## src/rtl/div_pkg.sv

```systemverilog
// Shared definitions for the sequential restoring divider.
//   state_t : FSM state encoding (IDLE / CALC / FIX)
//   cw_of   : iteration counter width for an N-bit divider
//   neg_n   : two's-complement negation on a MAXW-bit container
//   abs_n   : conditional negation (magnitude when the sign flag is set)
// Callers zero-extend N-bit values to MAXW bits and truncate the result back
// to N bits; the low N bits of a wide negation equal the N-bit negation.
package div_pkg;

  typedef enum logic [1:0] {
    IDLE = 2'd0,
    CALC = 2'd1,
    FIX  = 2'd2
  } state_t;

  localparam int unsigned MAXW = 128;

  function automatic int cw_of(input int n);
    return $clog2(n) + 1;
  endfunction

  function automatic logic [MAXW-1:0] neg_n(input logic [MAXW-1:0] x);
    return ~x + MAXW'(1);
  endfunction

  function automatic logic [MAXW-1:0] abs_n(input logic [MAXW-1:0] x, input logic is_neg);
    return is_neg ? neg_n(x) : x;
  endfunction

endpackage

```

## src/rtl/seq_division_generic_if.sv

```systemverilog
// Request/result bundle for seq_division_generic.
//   master : requester drives start, signed_mode, Dividend, Divisor
//   slave  : divider drives busy, done, Quotient, Reminder, div_by_zero, overflow
interface seq_division_generic_if #(
  parameter int N = 24
);
  logic         start;
  logic         signed_mode;
  logic [N-1:0] Dividend;
  logic [N-1:0] Divisor;
  logic         busy;
  logic         done;
  logic [N-1:0] Quotient;
  logic [N-1:0] Reminder;
  logic         div_by_zero;
  logic         overflow;

  modport master (
    output start, signed_mode, Dividend, Divisor,
    input  busy, done, Quotient, Reminder, div_by_zero, overflow
  );

  modport slave (
    input  start, signed_mode, Dividend, Divisor,
    output busy, done, Quotient, Reminder, div_by_zero, overflow
  );
endinterface

```

## src/rtl/seq_division_generic_div_step.sv

```systemverilog
// One restoring radix-2 division step (combinational).
//   rem_in  : current (N+1)-bit partial remainder
//   divisor : N-bit divisor magnitude
//   bit_in  : next dividend bit, shifted in at the LSB
//   rem_out : next partial remainder (restored when the trial goes negative)
//   q_bit   : quotient bit, 1 when the trial subtraction is non-negative
module div_step #(
  parameter int N = 24
) (
  input  logic [N:0]   rem_in,
  input  logic [N-1:0] divisor,
  input  logic         bit_in,
  output logic [N:0]   rem_out,
  output logic         q_bit
);
  // One extra bit above the shifted value so the borrow lands in diff[N+1].
  logic [N+1:0] shifted;
  logic [N+1:0] diff;

  assign shifted = {rem_in, bit_in};
  assign diff    = shifted - {2'b00, divisor};
  assign q_bit   = ~diff[N+1];
  assign rem_out = q_bit ? diff[N:0] : shifted[N:0];
endmodule

```

## src/rtl/seq_division_generic.sv

```systemverilog
// Multi-cycle restoring divider, one quotient bit per clock.
//   clk   : rising-edge clock
//   rst_n : asynchronous active-low reset (aborts any operation, no done)
//   bus   : slave side of seq_division_generic_if (start/operands in,
//           busy/done/results/flags out)
// Normal operations raise done N+1 cycles after acceptance; divide-by-zero
// and signed overflow skip CALC and finish on the edge after acceptance.
//
// state | meaning
// IDLE  | waiting for start; busy low
// CALC  | N shift/trial-subtract steps on operand magnitudes
// FIX   | apply signs or special-case results, pulse done
module seq_division_generic
  import div_pkg::*;
#(
  parameter  int N  = 24,
  localparam int CW = cw_of(N)
) (
  input logic                  clk,
  input logic                  rst_n,
  seq_division_generic_if.slave bus
);

  localparam logic [N-1:0] MOST_NEG = {1'b1, {(N-1){1'b0}}};

  state_t       state, state_nxt;
  logic [CW-1:0] cnt;
  logic [N:0]   prem;
  logic [N-1:0] qsh;       // dividend magnitude, becomes quotient magnitude
  logic [N-1:0] dvs;
  logic [N-1:0] dvd_orig;
  logic         neg_q, neg_r, zero_f, ovf_f;

  logic         dvd_neg, dvs_neg, in_zero, in_ovf;
  logic [N-1:0] dvd_abs, dvs_abs, q_fix, r_fix;
  logic [N:0]   prem_nxt;
  logic         q_bit;

  always_comb begin
    dvd_neg = bus.signed_mode & bus.Dividend[N-1];
    dvs_neg = bus.signed_mode & bus.Divisor[N-1];
    dvd_abs = N'(abs_n(MAXW'(bus.Dividend), dvd_neg));
    dvs_abs = N'(abs_n(MAXW'(bus.Divisor), dvs_neg));
    in_zero = (bus.Divisor == '0);
    in_ovf  = bus.signed_mode && (bus.Dividend == MOST_NEG) && (&bus.Divisor);
    q_fix   = neg_q ? N'(neg_n(MAXW'(qsh))) : qsh;
    r_fix   = neg_r ? N'(neg_n(MAXW'(prem[N-1:0]))) : prem[N-1:0];
  end

  div_step #(.N(N)) u_step (
    .rem_in  (prem),
    .divisor (dvs),
    .bit_in  (qsh[N-1]),
    .rem_out (prem_nxt),
    .q_bit   (q_bit)
  );

  always_ff @(posedge clk or negedge rst_n) begin
    if (!rst_n) state <= IDLE;
    else        state <= state_nxt;
  end

  always_comb begin
    state_nxt = state;
    case (state)
      IDLE:    if (bus.start) state_nxt = (in_zero || in_ovf) ? FIX : CALC;
      CALC:    if (cnt == '0) state_nxt = FIX;
      FIX:     state_nxt = IDLE;
      default: state_nxt = IDLE;
    endcase
  end

  assign bus.busy = (state != IDLE);

  always_ff @(posedge clk or negedge rst_n) begin
    if (!rst_n) begin
      cnt             <= '0;
      prem            <= '0;
      qsh             <= '0;
      dvs             <= '0;
      dvd_orig        <= '0;
      neg_q           <= 1'b0;
      neg_r           <= 1'b0;
      zero_f          <= 1'b0;
      ovf_f           <= 1'b0;
      bus.done        <= 1'b0;
      bus.Quotient    <= '0;
      bus.Reminder    <= '0;
      bus.div_by_zero <= 1'b0;
      bus.overflow    <= 1'b0;
    end else begin
      bus.done <= 1'b0;
      case (state)
        IDLE: begin
          if (bus.start) begin
            neg_q           <= dvd_neg ^ dvs_neg;
            neg_r           <= dvd_neg;
            dvd_orig        <= bus.Dividend;
            qsh             <= dvd_abs;
            dvs             <= dvs_abs;
            prem            <= '0;
            cnt             <= CW'(N - 1);
            zero_f          <= in_zero;
            ovf_f           <= in_ovf & ~in_zero;
            bus.div_by_zero <= 1'b0;
            bus.overflow    <= 1'b0;
          end
        end
        CALC: begin
          prem <= prem_nxt;
          qsh  <= {qsh[N-2:0], q_bit};
          cnt  <= cnt - CW'(1);
        end
        FIX: begin
          bus.done        <= 1'b1;
          bus.div_by_zero <= zero_f;
          bus.overflow    <= ovf_f;
          if (zero_f) begin
            bus.Quotient <= '1;
            bus.Reminder <= dvd_orig;
          end else if (ovf_f) begin
            bus.Quotient <= MOST_NEG;
            bus.Reminder <= '0;
          end else begin
            bus.Quotient <= q_fix;
            bus.Reminder <= r_fix;
          end
        end
        default: ;
      endcase
    end
  end

endmodule

```

## src/flat_wrapper.sv

```systemverilog
// flat-port wrapper written by rule: the top's interface ports become plain ports
module seq_division_generic_flat import div_pkg::*;
#(
  parameter  int N  = 24,
  localparam int CW = cw_of(N)
)
  (clk, rst_n, bus_start, bus_signed_mode, bus_Dividend, bus_Divisor, bus_busy, bus_done, bus_Quotient, bus_Reminder, bus_div_by_zero, bus_overflow);
  seq_division_generic_if #(.N(N)) bus_i ();
  input logic clk;
  input logic rst_n;
  input wire logic [$bits(bus_i.start)-1:0] bus_start;
  input wire logic [$bits(bus_i.signed_mode)-1:0] bus_signed_mode;
  input wire logic [$bits(bus_i.Dividend)-1:0] bus_Dividend;
  input wire logic [$bits(bus_i.Divisor)-1:0] bus_Divisor;
  output wire logic [$bits(bus_i.busy)-1:0] bus_busy;
  output wire logic [$bits(bus_i.done)-1:0] bus_done;
  output wire logic [$bits(bus_i.Quotient)-1:0] bus_Quotient;
  output wire logic [$bits(bus_i.Reminder)-1:0] bus_Reminder;
  output wire logic [$bits(bus_i.div_by_zero)-1:0] bus_div_by_zero;
  output wire logic [$bits(bus_i.overflow)-1:0] bus_overflow;
  assign bus_i.start = bus_start;
  assign bus_i.signed_mode = bus_signed_mode;
  assign bus_i.Dividend = bus_Dividend;
  assign bus_i.Divisor = bus_Divisor;
  assign bus_busy = bus_i.busy;
  assign bus_done = bus_i.done;
  assign bus_Quotient = bus_i.Quotient;
  assign bus_Reminder = bus_i.Reminder;
  assign bus_div_by_zero = bus_i.div_by_zero;
  assign bus_overflow = bus_i.overflow;
  seq_division_generic #(.N(N)) u_core (.clk(clk), .rst_n(rst_n), .bus(bus_i));
endmodule
```

## config.mk

```make
export PLATFORM = sky130hd
export DESIGN_NAME = seq_division_generic_flat
export DESIGN_NICKNAME = d
export VERILOG_FILES = /design/src/rtl/div_pkg.sv /design/src/rtl/seq_division_generic_if.sv /design/src/rtl/seq_division_generic_div_step.sv /design/src/rtl/seq_division_generic.sv /design/src/flat_wrapper.sv
export SDC_FILE = /design/constraint.sdc
export NUM_CORES = 1
export LEC_CHECK = 0
export BUFFER_PORTS_ARGS = -buffer_cell sky130_fd_sc_hd__buf_4
export CORE_AREA = 2 2 136 138
export DETAILED_ROUTE_END_ITERATION = 7
export DIE_AREA = 0 0 138 140
export PLACE_DENSITY = 0.77
export SYNTH_ARGS = -nofsm -noshare
export SYNTH_HDL_FRONTEND = slang
export SYNTH_SLANG_ARGS = --single-unit
```

## constraint.sdc

```tcl
create_clock -name clk -period 6.5 [get_ports clk]
set_input_delay 0.65 -clock clk [delete_from_list [all_inputs] [get_ports clk]]
set_output_delay 0.65 -clock clk [all_outputs]
set_load 0.01 [all_outputs]
```

* After elaboration in Yosys (flattened, before gate mapping)
Cells that the tools add are included.
Storage, ports and cells: flip-flop bits (word level) 160
Operators by class: equal/unequal tests 5, mux-type cells 23, reductions and logical operators 14, add/subtract/negate cells 6, bitwise gates (word level) 10
Operator list (count):
- $mux 24 | 9
- $add 24x1->24 const B | 4
- $not 24->24 | 4
- $mux 25 | 2
- $pmux 25 s2 | 1
- $pmux 24 s2 | 1
- $sub 26x24->26 | 1
- $eq 24x24->1 const B | 1
- $logic_not 24->1 | 1
- $reduce_and 24->1 | 1
- $pmux 6 s2 | 1
- $reduce_and 2->1 | 4
- $logic_not 6->1 | 1
- $mux 2 | 3
- $mux 6 | 1
- $reduce_bool 2->1 | 3
- $sub 6x1->6 const B | 1
- $pmux 1 s2 | 2
- $pmux 2 s2 | 1
- $and 1x1->1 | 3
- $eq 2x1->1 const B | 1
- $eq 2x2->1 const B | 1
- $logic_and 1x1->1 | 2
- $logic_not 2->1 | 1
- 6 further kinds | 8

* Depth between registers and ports, before layout
Gate-level depths: netlist of run 1.
depth after elaboration 7, gate-level depth with buffers 13

* By module
Synthesis of run 1 repeated with hierarchy kept, for this count alone.
Second synthesis, totals: cells, all modules 1115, area, all modules 9943.3 µm²
By module, submodules not included:
- seq_division_generic | cells an instance 896, area an instance 8284.2 µm², instances 1
- div_step | cells an instance 219, area an instance 1659.1 µm², instances 1

* Least setup slack after synthesis of run 1
OpenSTA, ideal clock, no wires.
path type reg-to-reg, from reg u_core.qsh[23], to reg u_core.prem[24], slack 3.659 ns, cell stages (with the launch flop) 13, data required time 6.364 ns, arrival 2.705 ns, cell sequence dfrtp_1 > inv_1 > ha_1 > inv_1 > fa_1 > a21o_1 > a21oi_1 > o211ai_1 > a211o_1 > o31a_1 > a221oi_1 > o211a_1 > o211ai_1
Between the ends: word-level cells in the longest chain between the ends 3
RTL lines:
- start: declaration | line seq_division_generic.sv:29 | logic [N-1:0] qsh;
- start signal: assignment | line seq_division_generic.sv:99 | qsh <= dvd_abs;
- start signal: assignment | line seq_division_generic.sv:111 | qsh <= {qsh[N-2:0], q_bit};
- $sub 26x24->26 | line seq_division_generic_div_step.sv:21 | assign diff = shifted - {2'b00, divisor};
- $mux 25 | line seq_division_generic_div_step.sv:23 | assign rem_out = q_bit ? diff[N:0] : shifted[N:0];
- $pmux 25 s2 | line seq_division_generic.sv:93 | case (state)
- end signal: assignment | line seq_division_generic.sv:110 | prem <= prem_nxt;
- end: declaration | line seq_division_generic.sv:28 | logic [N:0] prem;
No other way between the ends. A chain may end at the register's enable or synchronous reset.

* Final worst setup path of run 1
from reg u_core.prem[13], to reg u_core.prem[15]
Between the ends: word-level cells in the longest chain between the ends 3
RTL lines (line):
- $sub 26x24->26 | seq_division_generic_div_step.sv:21
- $mux 25 | seq_division_generic_div_step.sv:23
- $pmux 25 s2 | seq_division_generic.sv:93
No other way between the ends.

==> results.txt, run 1 <==
----------------------------------------------------
[Logic synthesis]
  Net Count, Synth ... 1287
  Top flip-flop cell by instance count after synthesis ... sky130_fd_sc_hd__dfrtp_1
  EDFF count, synth ... 0
  Sequential element share of the synthesized area ... roughly two fifths
  Synth Register Bits ... 160
  Synth Instances ... around 1200
  Post-synth ARST share ... between 90% and 100%
  Synth cell types ... 73
  Syn. warnings ... 0
  Netlist Area Pre-Place ... ~10000 sq um
  Average size of a mapped cell ... approximately 8.4 sq um

[Power and ir drop]
  Peak supply drop ... about 260 uV
  Cell leakage power ... roughly 5.3 nW
  Total chip power ... 6.623 mW
  PD cells ... around 570 nW/um^2

[Finish]
  Fill cell count ... approximately 1600
  Nets ... 1349
  Fraction of the core area covered by cells at the end of the flow ... around two thirds
  Most common library cell in the layout ignoring fill and taps ... sky130_fd_sc_hd__nand2_1
  Fraction of final layout cells with drive strength greater than 1 ... about 13%
  Top library cells by usage in the layout, fill and taps aside ... sky130_fd_sc_hd__nand2_1 (175), sky130_fd_sc_hd__dfrtp_1 (160), sky130_fd_sc_hd__buf_4 (113), sky130_fd_sc_hd__nor2_1 (103), sky130_fd_sc_hd__o21ai_0 (101)
  Final Cell Area ... approximately 12000 sq um
  Layout overhead on the synthesized area ... 14.53%
  Reg area ... ~4000 sq um
  Area of the multi-input gates ... between 5000 and 6000 sq um
  Ant. Diodes ... 0

[Floorplan]
  I/O pin total ... 104
  Width of the chip ... ~140 microns
  Count of standard-cell rows ... approximately 50
  Effective utilization at floorplan ... a little under three fifths
  Die area ... around 19000 sq um
  Die span in y ... approximately 140 microns
  Placeable core region ... 17780 sq um

[STA]
  Worst hold slack across all endpoints ... 0.2984 ns
  Max-slew violation count ... 0
  Post-layout min period ... 3.418 ns
  Fin Setup TNS ... 0 ns
  Pin slew with the least headroom to its limit ... around 1.2 ns
  Max_slew headroom ... a little over a fifth
  Post-route fraction of the period consumed by the critical path ... 52.59%
  Final Hold Fails ... 0
  Unrepaired setup endpoints after global routing ... false
  Top achievable clock speed ... ~0.3 GHz
  Layout Skew ... 0.006582 ns
  Final setup violation count ... 0

[CTS]
  Sink count of the clock tree ... 160
  CTS Buffer Depth ... 2
  Insertion delay of the later-clocked pin in the worst-skew pair ... about 0.44 ns
  Number of buffers inserted during clock tree synthesis ... 17
  Post-cts resize count ... 0
  Hold Buf Count CTS ... 0
  Clock tree from TritonCTS ... yes
  Buffers inserted during post-CTS setup optimization ... 0
  Clk slew on worst S/H paths ... 0.07 ns
  Cell chosen for the clock root ... sky130_fd_sc_hd__clkbuf_16
  H-Tree Level Count ... 4

[Global routing]
  Met1 layer usage reported by global route ... 40.09%
  Global-route congestion overflow total ... 0
  Maximum number of pins on one net before global-route repair ... around 120
  Met3 track utilization from global routing ... roughly 4.2%
  First-pass GRT wire length ... between 40000 and 50000 microns
  GRT Max-Usage Layer ... met2
  Overall Global Routing Usage ... between 20% and 30%
  Global Route met2 Usage ... ~45%
  Via count of the first global-routing pass ... around 8600
  Number of antenna violations at the first check in global routing ... 0

[Place]
  Final GP Congestion ... slightly below 0.9
  Port bufs ... approximately 100
  DP HPWL ... about 20000 microns
  Cell area reported after detailed placement ... between 10000 and 15000 sq um

[Detailed routing]
  First-pass detailed-route iteration total ... 7
  Via count ... approximately 9300
  Post-route DRC violation count ... 0
  Initial drt markers ... between 1000 and 1500
  Via density per instance ... roughly 6.2
  Final wirelength ... ~27000 microns
  Average wire per cell in the routed design ... about 18 microns
  Number of antenna-violating nets in the routed design ... 0

[Critical path]
  Kind of start point of the critical path ... register
  Peak fanout along the critical path ... 24
  Cell class contributing the biggest share of worst-path delay ... compound AO/OA/AOI/OAI gates
  CP Buf/Inv Count ... 0
  Most used cell, CP ... sky130_fd_sc_hd__a211oi_1
  Type of the worst setup path ... reg -> reg
  Ordered list of cells on the worst path ... ha_1, and2_1, and3_1, a211oi_1, o21ai_2, a21boi_0, or3_1, a211oi_1, a311o_1
  Slowest cell delay on critical path ... about 0.7 ns
  CP Data Arrival Time ... between 3 and 4 ns
  Endpoint class of the critical path ... register
  Data required time at the worst endpoint ... about 6.8 ns
  Slowest library cell on the worst path ... sky130_fd_sc_hd__or3_1

[Status]
  Status ... finished clean

[Job]
  Number of maximum-capacitance violations ... 0

[Hold path]
  Path class of the lowest-slack min-delay path ... in -> async

----------------------------------------------------
-- power breakdown --
part / internal, mW / switching [mW]
sequential: 1.43 / 0.468
combinational: 1.55 / 2.17
clock: 0.569 / 0.437
-- Yosys cell counts, drive strengths merged (2+ instances only) --
| master | n | area share (%) |
|---|---|---|
| a21boi | 3 | 0.22 |
| ha | 31 | 3.8 |
| a221oi | 24 | 2.1 |
| or2 | 5 | 0.33 |
| a21o | 13 | 0.96 |
| nor2b | 8 | 0.49 |
| and2 | 11 | 0.68 |
| nor3 | 20 | 0.99 |
| xnor2 | 45 | 3.9 |
| nand2b | 15 | 1.1 |
| and3 | 6 | 0.37 |
| nand2 | 176 | 6.5 |
| mux2 | 2 | 0.22 |
| a211oi | 5 | 0.37 |
| a21oi | 42 | 2.1 |
| nand4 | 46 | 2.8 |
| clkbuf | 59 | 2.2 |
| and4 | 2 | 0.17 |
| a31oi | 5 | 0.37 |
| dfrtp | 160 | 39 |
| a22oi | 23 | 1.7 |
| inv | 46 | 1.7 |
| o31a | 2 | 0.17 |
| nor2 | 104 | 3.8 |
| o2111ai | 2 | 0.17 |
| o22ai | 3 | 0.18 |
| o31ai | 22 | 1.7 |
| o21ai | 106 | 5.3 |
| o22a | 13 | 1.1 |
| o41ai | 12 | 1.2 |
| buf | 12 | 0.48 |
| or4 | 10 | 0.85 |
| o211ai | 7 | 0.52 |
| o311ai | 2 | 0.17 |
| nand3 | 52 | 2.6 |
| or3 | 10 | 0.63 |
| a221o | 4 | 0.39 |
| a41oi | 2 | 0.17 |
| mux2i | 5 | 0.49 |
| nand3b | 4 | 0.30 |
| xor2 | 56 | 4.8 |
| nor4 | 11 | 0.80 |
-- kinds of logic (layout without fill, tap and decap cells) --
logic type,count (synthesis),count (layout),synth area share [%]
compound gates,301,301,19.85
xor+xnor,101,101,8.710
fa+ha+maj,32,32,4.016
buf+inv,117,192,4.398
flops,160,160,39.42
mux,7,7,0.7146
simple gates,485,485,22.89
-- worst register-to-register path: stages (launching register included) --
cell and delay [ns]:
sky130_fd_sc_hd__dfrtp_1 0.48, sky130_fd_sc_hd__ha_1 0.41, sky130_fd_sc_hd__and2_1 0.21, sky130_fd_sc_hd__and3_1 0.21, sky130_fd_sc_hd__a211oi_1 0.28, sky130_fd_sc_hd__o21ai_2 0.19, sky130_fd_sc_hd__a21boi_0 0.32, sky130_fd_sc_hd__or3_1 0.71
sky130_fd_sc_hd__a211oi_1 0.19, sky130_fd_sc_hd__a311o_1 0.29
-- layout make-up --
type / count / share of cell area (%)
Clock buffer: 17 / 3.657
Timing Repair Buffer: 114 / 7.390
Multi-Input combinational cell: 926 / 49.20
Tap cell: 229 / 2.463
Sequential cell: 160 / 34.42
Clock inverter: 15 / 1.377
Inverter: 46 / 1.485
-- registers in the layout (all words and copies together) (netlist names) --
signal,cells
u_core.state,2
u_core.bus.done,1
u_core.neg_r,1
u_core.zero_f,1
u_core.cnt,6
u_core.bus.div_by_zero,1
u_core.bus.Quotient,24
u_core.neg_q,1
u_core.prem,25
u_core.dvd_orig,24
u_core.ovf_f,1
u_core.qsh,24
u_core.dvs,24
u_core.bus.overflow,1
u_core.bus.Reminder,24
-- through the flow --
stage,std cells,worst slack (ns)
floorplan,1203,3.659
global placement,1475,3.233
detailed placement,1475,3.168
CTS,1507,3.153
global route,1507,2.823
finish,1507,3.082
-- routing by layer --
metal	share of wire (%)	wire length (microns)	vias up
met2	47	12830	389
met3	7.0	1919	46
met5	0	0	-
met1	44	12100	4445
li1	-	-	4448
met4	2.3	621	0
-- final timing paths --
kind / startpoint / to / slack [ns] / depth (start not counted)
max in group asynchronous: rst_n / u_core.dvs[2] / 4.86 / 2
setup / recovery: u_core.prem[13] / u_core.prem[15] / 3.08 / 9
min in group clk: bus_Dividend[18] / u_core.dvd_orig[18] / 0.46 / 3
setup reg to reg: u_core.prem[13] / u_core.prem[15] / 3.08 / 9
hold reg to reg: u_core.bus.Quotient[15] / u_core.bus.Quotient[15] / 0.48 / 2
hold / removal: rst_n / u_core.bus.Quotient[17] / 0.30 / 1
Power figures use the tool's default switching activity.
==> run 2, diff against run 1 <==
--- a/config.mk
+++ b/config.mk
@@ -6,10 +6,10 @@
 export NUM_CORES = 1
 export LEC_CHECK = 0
 export BUFFER_PORTS_ARGS = -buffer_cell sky130_fd_sc_hd__buf_4
-export CORE_AREA = 2 2 136 138
+export CORE_AREA = 2 2 141 143
 export DETAILED_ROUTE_END_ITERATION = 7
-export DIE_AREA = 0 0 138 140
-export PLACE_DENSITY = 0.77
+export DIE_AREA = 0 0 143 145
+export PLACE_DENSITY = 0.76
 export SYNTH_ARGS = -nofsm -noshare
 export SYNTH_HDL_FRONTEND = slang
 export SYNTH_SLANG_ARGS = --single-unit
==> constraint.sdc (replaced) <==
create_clock -name clk -period 2.85 [get_ports clk]
set_input_delay 0.285 -clock clk [delete_from_list [all_inputs] [get_ports clk]]
set_output_delay 0.285 -clock clk [all_outputs]
set_load 0.01 [all_outputs]
==> run 2 against run 1 <==
  * The flow now finishes with violations (setup timing)
  * Count of clock-buffer cells in the layout is 4 higher
  * Combinational power grew to 2.7 times the previous value
  * Power is 150% higher
  * Via count is 2.7% higher
  * Global-route usage is 1.2 points lower
  * Sequential power is 120% higher
  * Sequential cell count stayed put
  * Final cell count is 6.8% higher
  * Clock power is 130% higher
  * Cell area is 5.6% higher
  * Critical path depth is 4 higher
  * Routed wire length is 2.1% higher
  * Highest routed layer unchanged
==> results.txt, run 2 (synthesis results as in run 1) <==
----------------------------------------------------
[Global routing]
  Maximum number of pins on one net before global-route repair ... 71 (-40%)
  Number of antenna violations at the first check in global routing ... 0 (unchanged)
  Via count of the first global-routing pass ... 8799 (+2.1%)
  Overall Global Routing Usage ... 27.13% (-1.2 points)
  First-pass GRT wire length ... 45190 microns (+0.82%)
  Global-route congestion overflow total ... 0 (unchanged)

[CTS]
  Clock tree from TritonCTS ... yes
  Cell chosen for the clock root ... sky130_fd_sc_hd__clkbuf_16
  Number of buffers inserted during clock tree synthesis ... 17 (unchanged)
  CTS Buffer Depth ... 2 (unchanged)
  H-Tree Level Count ... 4 (unchanged)
  Clk slew on worst S/H paths ... 0.06 ns (about the same)
  Sink count of the clock tree ... 160 (unchanged)
  Insertion delay of the later-clocked pin in the worst-skew pair ... 0.43 ns (about the same)

[Floorplan]
  Effective utilization at floorplan ... 52.88% (-4.2 points)
  Count of standard-cell rows ... 51 (+4.1%)
  Placeable core region ... 19210 sq um (+8.0%)
  Width of the chip ... 143 microns (+3.6%)
  Die span in y ... 145 microns (+3.6%)
  Die area ... 20740 sq um (+7.3%)
  I/O pin total ... 104 (unchanged)

[Power and ir drop]
  Reg power frac ... 25.4% (-3.2 points)
  Cell leakage power ... 5.644 nW (+6.4%)
  Fraction of power spent switching nets ... 44.19% (-2.2 points)
  Peak supply drop ... 585.7 uV (+130%)
  Part of the total power dissipated in the clock network ... 14.5% (-0.7 points)
  Net switching power ... 7.256 mW (+140%)
  Combinational group share of total power ... 60.1% (+3.9 points)
  PD cells ... 1337 nW/um^2 (+130%)
  Internal power component ... 9.164 mW (+160%)
  Total chip power ... 16.42 mW (+150%)

[Detailed routing]
  Final wirelength ... 28040 microns (+2.1%)
  Number of antenna-violating nets in the routed design ... 0 (unchanged)
  Average wire per cell in the routed design ... 17.43 microns (-4.4%)
  Via count ... 9578 (+2.7%)
  Initial drt markers ... 763 (-29%)
  Post-route DRC violation count ... 0 (unchanged)
  First-pass detailed-route iteration total ... 6 (-1)
  Via density per instance ... 5.953 (-3.8%)

[Finish]
  Nets ... 1415 (+4.9%)
  Fraction of final layout cells with drive strength greater than 1 ... 18.08% (+4.6 points)
  Layout overhead on the synthesized area ... 20.92%
  Final Cell Area ... 12280 sq um (+5.6%)
  Ant. Diodes ... 0 (unchanged)
  Register with the highest flop count ... u_core.prem
  Number of flip-flops under the largest register name ... 25 (unchanged)
  Top library cells by usage in the layout, fill and taps aside ... sky130_fd_sc_hd__nand2_1 (175), sky130_fd_sc_hd__buf_4 (175), sky130_fd_sc_hd__dfrtp_1 (160), sky130_fd_sc_hd__nor2_1 (103), sky130_fd_sc_hd__o21ai_0 (101)

[Place]
  Port bufs ... 103 (unchanged)
  Cell area reported after detailed placement ... 11590 sq um (+4.9%)
  DP HPWL ... 20750 microns (+6.4%)
  Final GP Congestion ... 0.8758 (-1.4%)

[Critical path]
  FF-to-FF setup slack ... -0.01 ns (-3.09 ns)
  Cell count of the worst reg-to-reg path ... 13 (+4)
  Launch instance of the worst register-to-register path ... u_core.qsh[23]
  CP Data Arrival Time ... 3.15 ns (-0.59 ns)
  Crit path launch ... u_core.qsh[23]
  Ordered list of cells on the worst path ... inv_2, ha_4, inv_2, fa_2, a21o_1, a21oi_2, o211ai_1, a211o_1, buf_4, o31a_1, or3_1, nand4_1, o211ai_1
  Endpoint class of the critical path ... register
  Type of the worst setup path ... reg -> reg
  Slowest cell delay on critical path ... 0.40 ns (-0.31 ns)
  RR Endpoint ... u_core.prem[22]
  Data required time at the worst endpoint ... 3.14 ns (-3.68 ns)
  Kind of start point of the critical path ... register
  Peak fanout along the critical path ... 3 (-88%)
  Slowest library cell on the worst path ... sky130_fd_sc_hd__dfrtp_1

[STA]
  Final Hold Fails ... 0 (unchanged)
  Unrepaired setup endpoints after global routing ... true
  Minimum setup slack in the final design ... -0.01298 ns (-3.095 ns)
  Max-slew violation count ... 0 (unchanged)
  Final setup violation count ... 1 (+1)
  Layout Skew ... 0.006926 ns (+0.0003443 ns)
  Post-route fraction of the period consumed by the critical path ... 100.5% (+48 points)
  Fin Setup TNS ... -0.01298 ns (-0.01298 ns)
  Top achievable clock speed ... 0.3493 GHz (+19%)
  Pin slew with the least headroom to its limit ... 0.6627 ns (-0.5145 ns)
  Max_slew headroom ... 55.82% (+34 points)
  Worst hold slack across all endpoints ... 0.08998 ns (-0.2084 ns)
  Post-layout min period ... 2.863 ns (-0.5554 ns)

[Hold path]
  Cell depth of the worst min-delay path ... 3
  Hold-critical path endpoint ... u_core.dvd_orig[17]
  Worst min-delay path startpoint ... bus_Dividend[17]
  Path class of the lowest-slack min-delay path ... in -> reg

[Job]
  Number of maximum-capacitance violations ... 0 (unchanged)

[Status]
  Failing checks ... setup timing
  Status ... complete, but fails checks

----------------------------------------------------
==> run 2: power by group through the flow <==
| stage | clock network [mW] | logic, mW | registers, mW |
|---|---|---|---|
| floorplan | 0 | 6.39 | 4.06 |
| CTS | 2.40 | 9.62 | 4.13 |
| global route | 2.50 | 10.9 | 4.29 |
| finish | 2.37 | 9.87 | 4.17 |
| detailed placement | 0 | 9.48 | 4.16 |
| global placement | 0 | 9.32 | 4.12 |
==> run 2: routing by layer <==
metal | up-vias | routed length (microns) | part of all wire, % | global-route usage [%]
li1 | 4581 | - | - | -
met1 | 4579 | 12390 | 44 | 37.96
met2 | 369 | 13150 | 47 | 43.21
met3 | 49 | 1849 | 6.6 | 4.818
met4 | 0 | 656 | 2.3 | 7.673
met5 | - | 0 | 0 | 0
==> run 2: through the flow <==
step,worst slack (ns),util (%),instances
after detailed placement,-0.05128,60.32,1572
after floorplan,0.009239,-,1203
after global placement,0.01221,60.32,1572
after CTS,0.008839,63.57,1605
after global routing,-0.1102,63.94,1609
final,-0.01298,63.94,1609
==> run 2: area by class of cell <==
cell class	instances	area [sq um]
repair buffers	180	1395
fillers	1653	6927
flip-flops and latches	160	4004
multi-input cells	926	5773
inverters	46	172.7
clock buffers	21	440.4
well taps	265	331.6
clock inverters	11	163.9
==> run 2: how the worst max path moves through the flow <==
stage	endpoint	slack [ns]
final	u_core.prem[22]	-0.01
after global routing	u_core.prem[24]	-0.11
after CTS	u_core.prem[24]	0.009
after detailed placement	u_core.prem[24]	-0.05
after global placement	u_core.prem[24]	0.01
after floorplan	u_core.prem[24]	0.009
==> run 2: repair_timing <==
action | in CTS | in global routing
setup endpoints to repair | 1 | 19
resized for setup | 2 | 9
pin swaps | 0 | 7
hold buffers | 1 | 0
buffers inserted | 0 | 4
hold endpoints to repair | 67 | 0
==> run 2: critical path: cells and delay by family, from the launching register on <==
family          cells  cell delay [ns]
compound gates      6             1.18
fa+ha+maj           2             0.48
simple gates        2             0.41
flops               1             0.40
buf+inv             3             0.26
==> run 3, diff against run 2 <==
--- a/config.mk
+++ b/config.mk
@@ -6,9 +6,9 @@
 export NUM_CORES = 1
 export LEC_CHECK = 0
 export BUFFER_PORTS_ARGS = -buffer_cell sky130_fd_sc_hd__buf_4
-export CORE_AREA = 2 2 141 143
+export CORE_AREA = 10 10 149 151
 export DETAILED_ROUTE_END_ITERATION = 7
-export DIE_AREA = 0 0 143 145
+export DIE_AREA = 0 0 159 161
 export PLACE_DENSITY = 0.76
 export SYNTH_ARGS = -nofsm -noshare
 export SYNTH_HDL_FRONTEND = slang
==> run 3 against run 2 <==
  * The flow now finishes without violations
  * Final cell count fell by 0.25%
  * Routed wire length grew 1.2%
  * Count of clock-buffer cells in the layout unchanged
  * Combinational power fell by 1%
  * Clock power is 2% higher
  * Cell area grew 0.11%
  * Global-route usage decreased by 5.8 points
  * Sequential cell count did not move
  * Critical path type unchanged
  * Critical endpoint is now u_core.prem[24]
  * Largest cell class unchanged
  * Largest power group unchanged
==> results.txt, run 3 (synthesis results as in run 1) <==
----------------------------------------------------
[Finish]
  Fraction of final layout cells with drive strength greater than 1 ... 18.13% (+0.054 points)
  Layout overhead on the synthesized area ... 21.05%
  Most common library cell in the layout ignoring fill and taps ... sky130_fd_sc_hd__nand2_1
  Top library cells by usage in the layout, fill and taps aside ... sky130_fd_sc_hd__nand2_1 (175), sky130_fd_sc_hd__buf_4 (171), sky130_fd_sc_hd__dfrtp_1 (160), sky130_fd_sc_hd__nor2_1 (103), sky130_fd_sc_hd__o21ai_0 (101)
  Fraction of the core area covered by cells at the end of the flow ... 64.01% (+0.072 points)
  Fill cell count ... 1610 (-2.6%)
  Ant. Diodes ... 0 (unchanged)
  Number of flip-flops under the largest register name ... 25 (unchanged)
  Area of the multi-input gates ... 5781 sq um (+0.13%)
  Final standard cell count with taps included and fillers excluded ... 1605 (-0.25%)
  Register with the highest flop count ... u_core.prem
  Nets ... 1412 (-0.21%)
  Reg area ... 4004 sq um (unchanged)
  Final Cell Area ... 12290 sq um (+0.11%)

[Global routing]
  GRT Max-Usage Layer ... met2
  Global Route met2 Usage ... 34.88% (-8.3 points)
  Number of antenna violations at the first check in global routing ... 0 (unchanged)
  Met1 layer usage reported by global route ... 29.24% (-8.7 points)
  Global-route congestion overflow total ... 0 (unchanged)
  First-pass GRT wire length ... 45590 microns (+0.89%)
  Met3 track utilization from global routing ... 3.915% (-0.90 points)
  Maximum number of pins on one net before global-route repair ... 67 (-5.6%)
  Overall Global Routing Usage ... 21.38% (-5.8 points)
  Via count of the first global-routing pass ... 8785 (-0.16%)

[Place]
  DP HPWL ... 21310 microns (+2.7%)
  Port bufs ... 103 (unchanged)
  Count of placed standard cells including taps ... 1572 (unchanged)
  Final GP Congestion ... 0.9350 (+6.8%)
  Cell area reported after detailed placement ... 11600 sq um (+0.11%)

[Critical path]
  Cell class contributing the biggest share of worst-path delay ... compound AO/OA/AOI/OAI gates
  Peak fanout along the critical path ... 3 (unchanged)
  Endpoint class of the critical path ... register
  Kind of start point of the critical path ... register
  Type of the worst setup path ... reg -> reg
  Data required time at the worst endpoint ... 3.14 ns (about the same)
  Most used cell, CP ... sky130_fd_sc_hd__o211ai_1
  FF-to-FF setup slack ... 0.07 ns (+0.08 ns)
  Ordered list of cells on the worst path ... inv_2, ha_4, inv_1, fa_2, a21o_1, a21oi_2, o211ai_1, a211o_1, o31a_1, a221oi_2, o211a_1, o211ai_1
  CP Buf/Inv Count ... 2 (-1)
  Slowest cell delay on critical path ... 0.38 ns (-0.02 ns)
  Slowest library cell on the worst path ... sky130_fd_sc_hd__dfrtp_1
  Cell count of the worst reg-to-reg path ... 12 (-1)
  Count of cell instances traversed by the critical path ... 12 (-1)
  CP Data Arrival Time ... 3.07 ns (-0.08 ns)

[STA]
  Pin slew with the least headroom to its limit ... 0.8427 ns (+0.1799 ns)
  Worst hold slack across all endpoints ... 0.08489 ns (-0.005091 ns)
  Unrepaired setup endpoints after global routing ... true
  Layout Skew ... 0.008867 ns (+0.001941 ns)
  Post-route fraction of the period consumed by the critical path ... 97.49% (-3.0 points)
  Top achievable clock speed ... 0.3599 GHz (+3.0%)
  Fin Setup TNS ... 0 ns (+0.01298 ns)
  Final setup violation count ... 0 (-1)
  Final Hold Fails ... 0 (unchanged)
  Max_slew headroom ... 43.82% (-12 points)
  Post-layout min period ... 2.779 ns (-0.08439 ns)
  Max-slew violation count ... 0 (unchanged)

[CTS]
  Clk slew on worst S/H paths ... 0.06 ns (about the same)
  Sink count of the clock tree ... 160 (unchanged)
  Clock tree from TritonCTS ... yes
  H-Tree Level Count ... 4 (unchanged)
  Cell chosen for the clock root ... sky130_fd_sc_hd__clkbuf_16
  CTS Buffer Depth ... 2 (unchanged)
  Number of buffers inserted during clock tree synthesis ... 17 (unchanged)
  Insertion delay of the later-clocked pin in the worst-skew pair ... 0.42 ns (about the same)

[Floorplan]
  Effective utilization at floorplan ... 52.88% (unchanged)
  Die area ... 25600 sq um (+23%)
  Width of the chip ... 159 microns (+11%)
  Placeable core region ... 19210 sq um (unchanged)
  Die span in y ... 161 microns (+11%)
  Count of standard-cell rows ... 51 (unchanged)
  I/O pin total ... 104 (unchanged)

[Hold path]
  Cell depth of the worst min-delay path ... 3 (unchanged)
  Path class of the lowest-slack min-delay path ... in -> reg

[Detailed routing]
  Post-route DRC violation count ... 0 (unchanged)
  Final wirelength ... 28370 microns (+1.2%)
  Via density per instance ... 5.879 (-1.2%)
  Average wire per cell in the routed design ... 17.67 microns (+1.4%)
  Initial drt markers ... 720 (-5.6%)
  Via count ... 9436 (-1.5%)
  First-pass detailed-route iteration total ... 5 (-1)
  Number of antenna-violating nets in the routed design ... 0 (unchanged)

[Power and ir drop]
  Peak supply drop ... 588.7 uV (+0.51%)
  PD cells ... 1330 nW/um^2 (-0.51%)
  Cell leakage power ... 5.651 nW (+0.13%)

[Status]
  Status ... finished clean

[Job]
  Number of maximum-capacitance violations ... 0 (unchanged)

----------------------------------------------------
run 3: metal layers:
metal	vias to the layer above	part of all wire (%)
li1	4563	-
met1	4509	46
met2	335	47
met3	29	6.0
met4	0	1.2
met5	-	0
run 3: worst paths after layout:
| kind | startpoint | endpoint |
|---|---|---|
| max | u_core.qsh[23] | u_core.prem[24] |
| min | bus_Dividend[18] | u_core.dvd_orig[18] |
| max reg2reg | u_core.qsh[23] | u_core.prem[24] |
| min reg2reg | u_core.bus.Quotient[6] | u_core.bus.Quotient[6] |
| max in group asynchronous | rst_n | u_core.prem[9] |
| min in group asynchronous | rst_n | u_core.bus.Quotient[23] |
run 3: report_power, final:
part / internal [mW] / total [mW] / leakage [nW] / switching, mW
clock: 1.51 / 2.42 / 0.303 / 0.913
combinational: 4.39 / 9.77 / 3.31 / 5.37
sequential: 3.26 / 4.17 / 2.03 / 0.911
run 3: worst reg2reg max path, delay by kind of cell, from the launching register on:
kind	cells	cell delay (ns)
buffers and inverters	2	0.12
AO/OA/AOI/OAI	8	1.67
flip-flops	1	0.38
adder cells (fa/ha/maj)	2	0.47
run 3: per-stage QoR:
step / setup slack, ns / total power, mW
finish: 0.07141 / 16.36
global route: -0.08474 / 17.64
CTS: 0.01109 / 16.12
detailed placement: -0.02196 / 13.65
global placement: -0.01070 / 13.44
floorplan: 0.009239 / 10.44
run 3: repair_timing:
item	in CTS	in global routing
setup endpoints to repair	0	24
resized for setup	0	14
endpoints found under the hold margin	64	0
setup buffers	0	1
hold buffers	1	0
run 3: final cells by class:
class,count,share of cell area [%]
Sequential cell,160,32.57
Inverter,46,1.404
Multi-Input combinational cell,926,47.02
Clock inverter,10,1.303
Timing Repair Buffer,177,11.27
Tap cell,265,2.697
Clock buffer,21,3.745
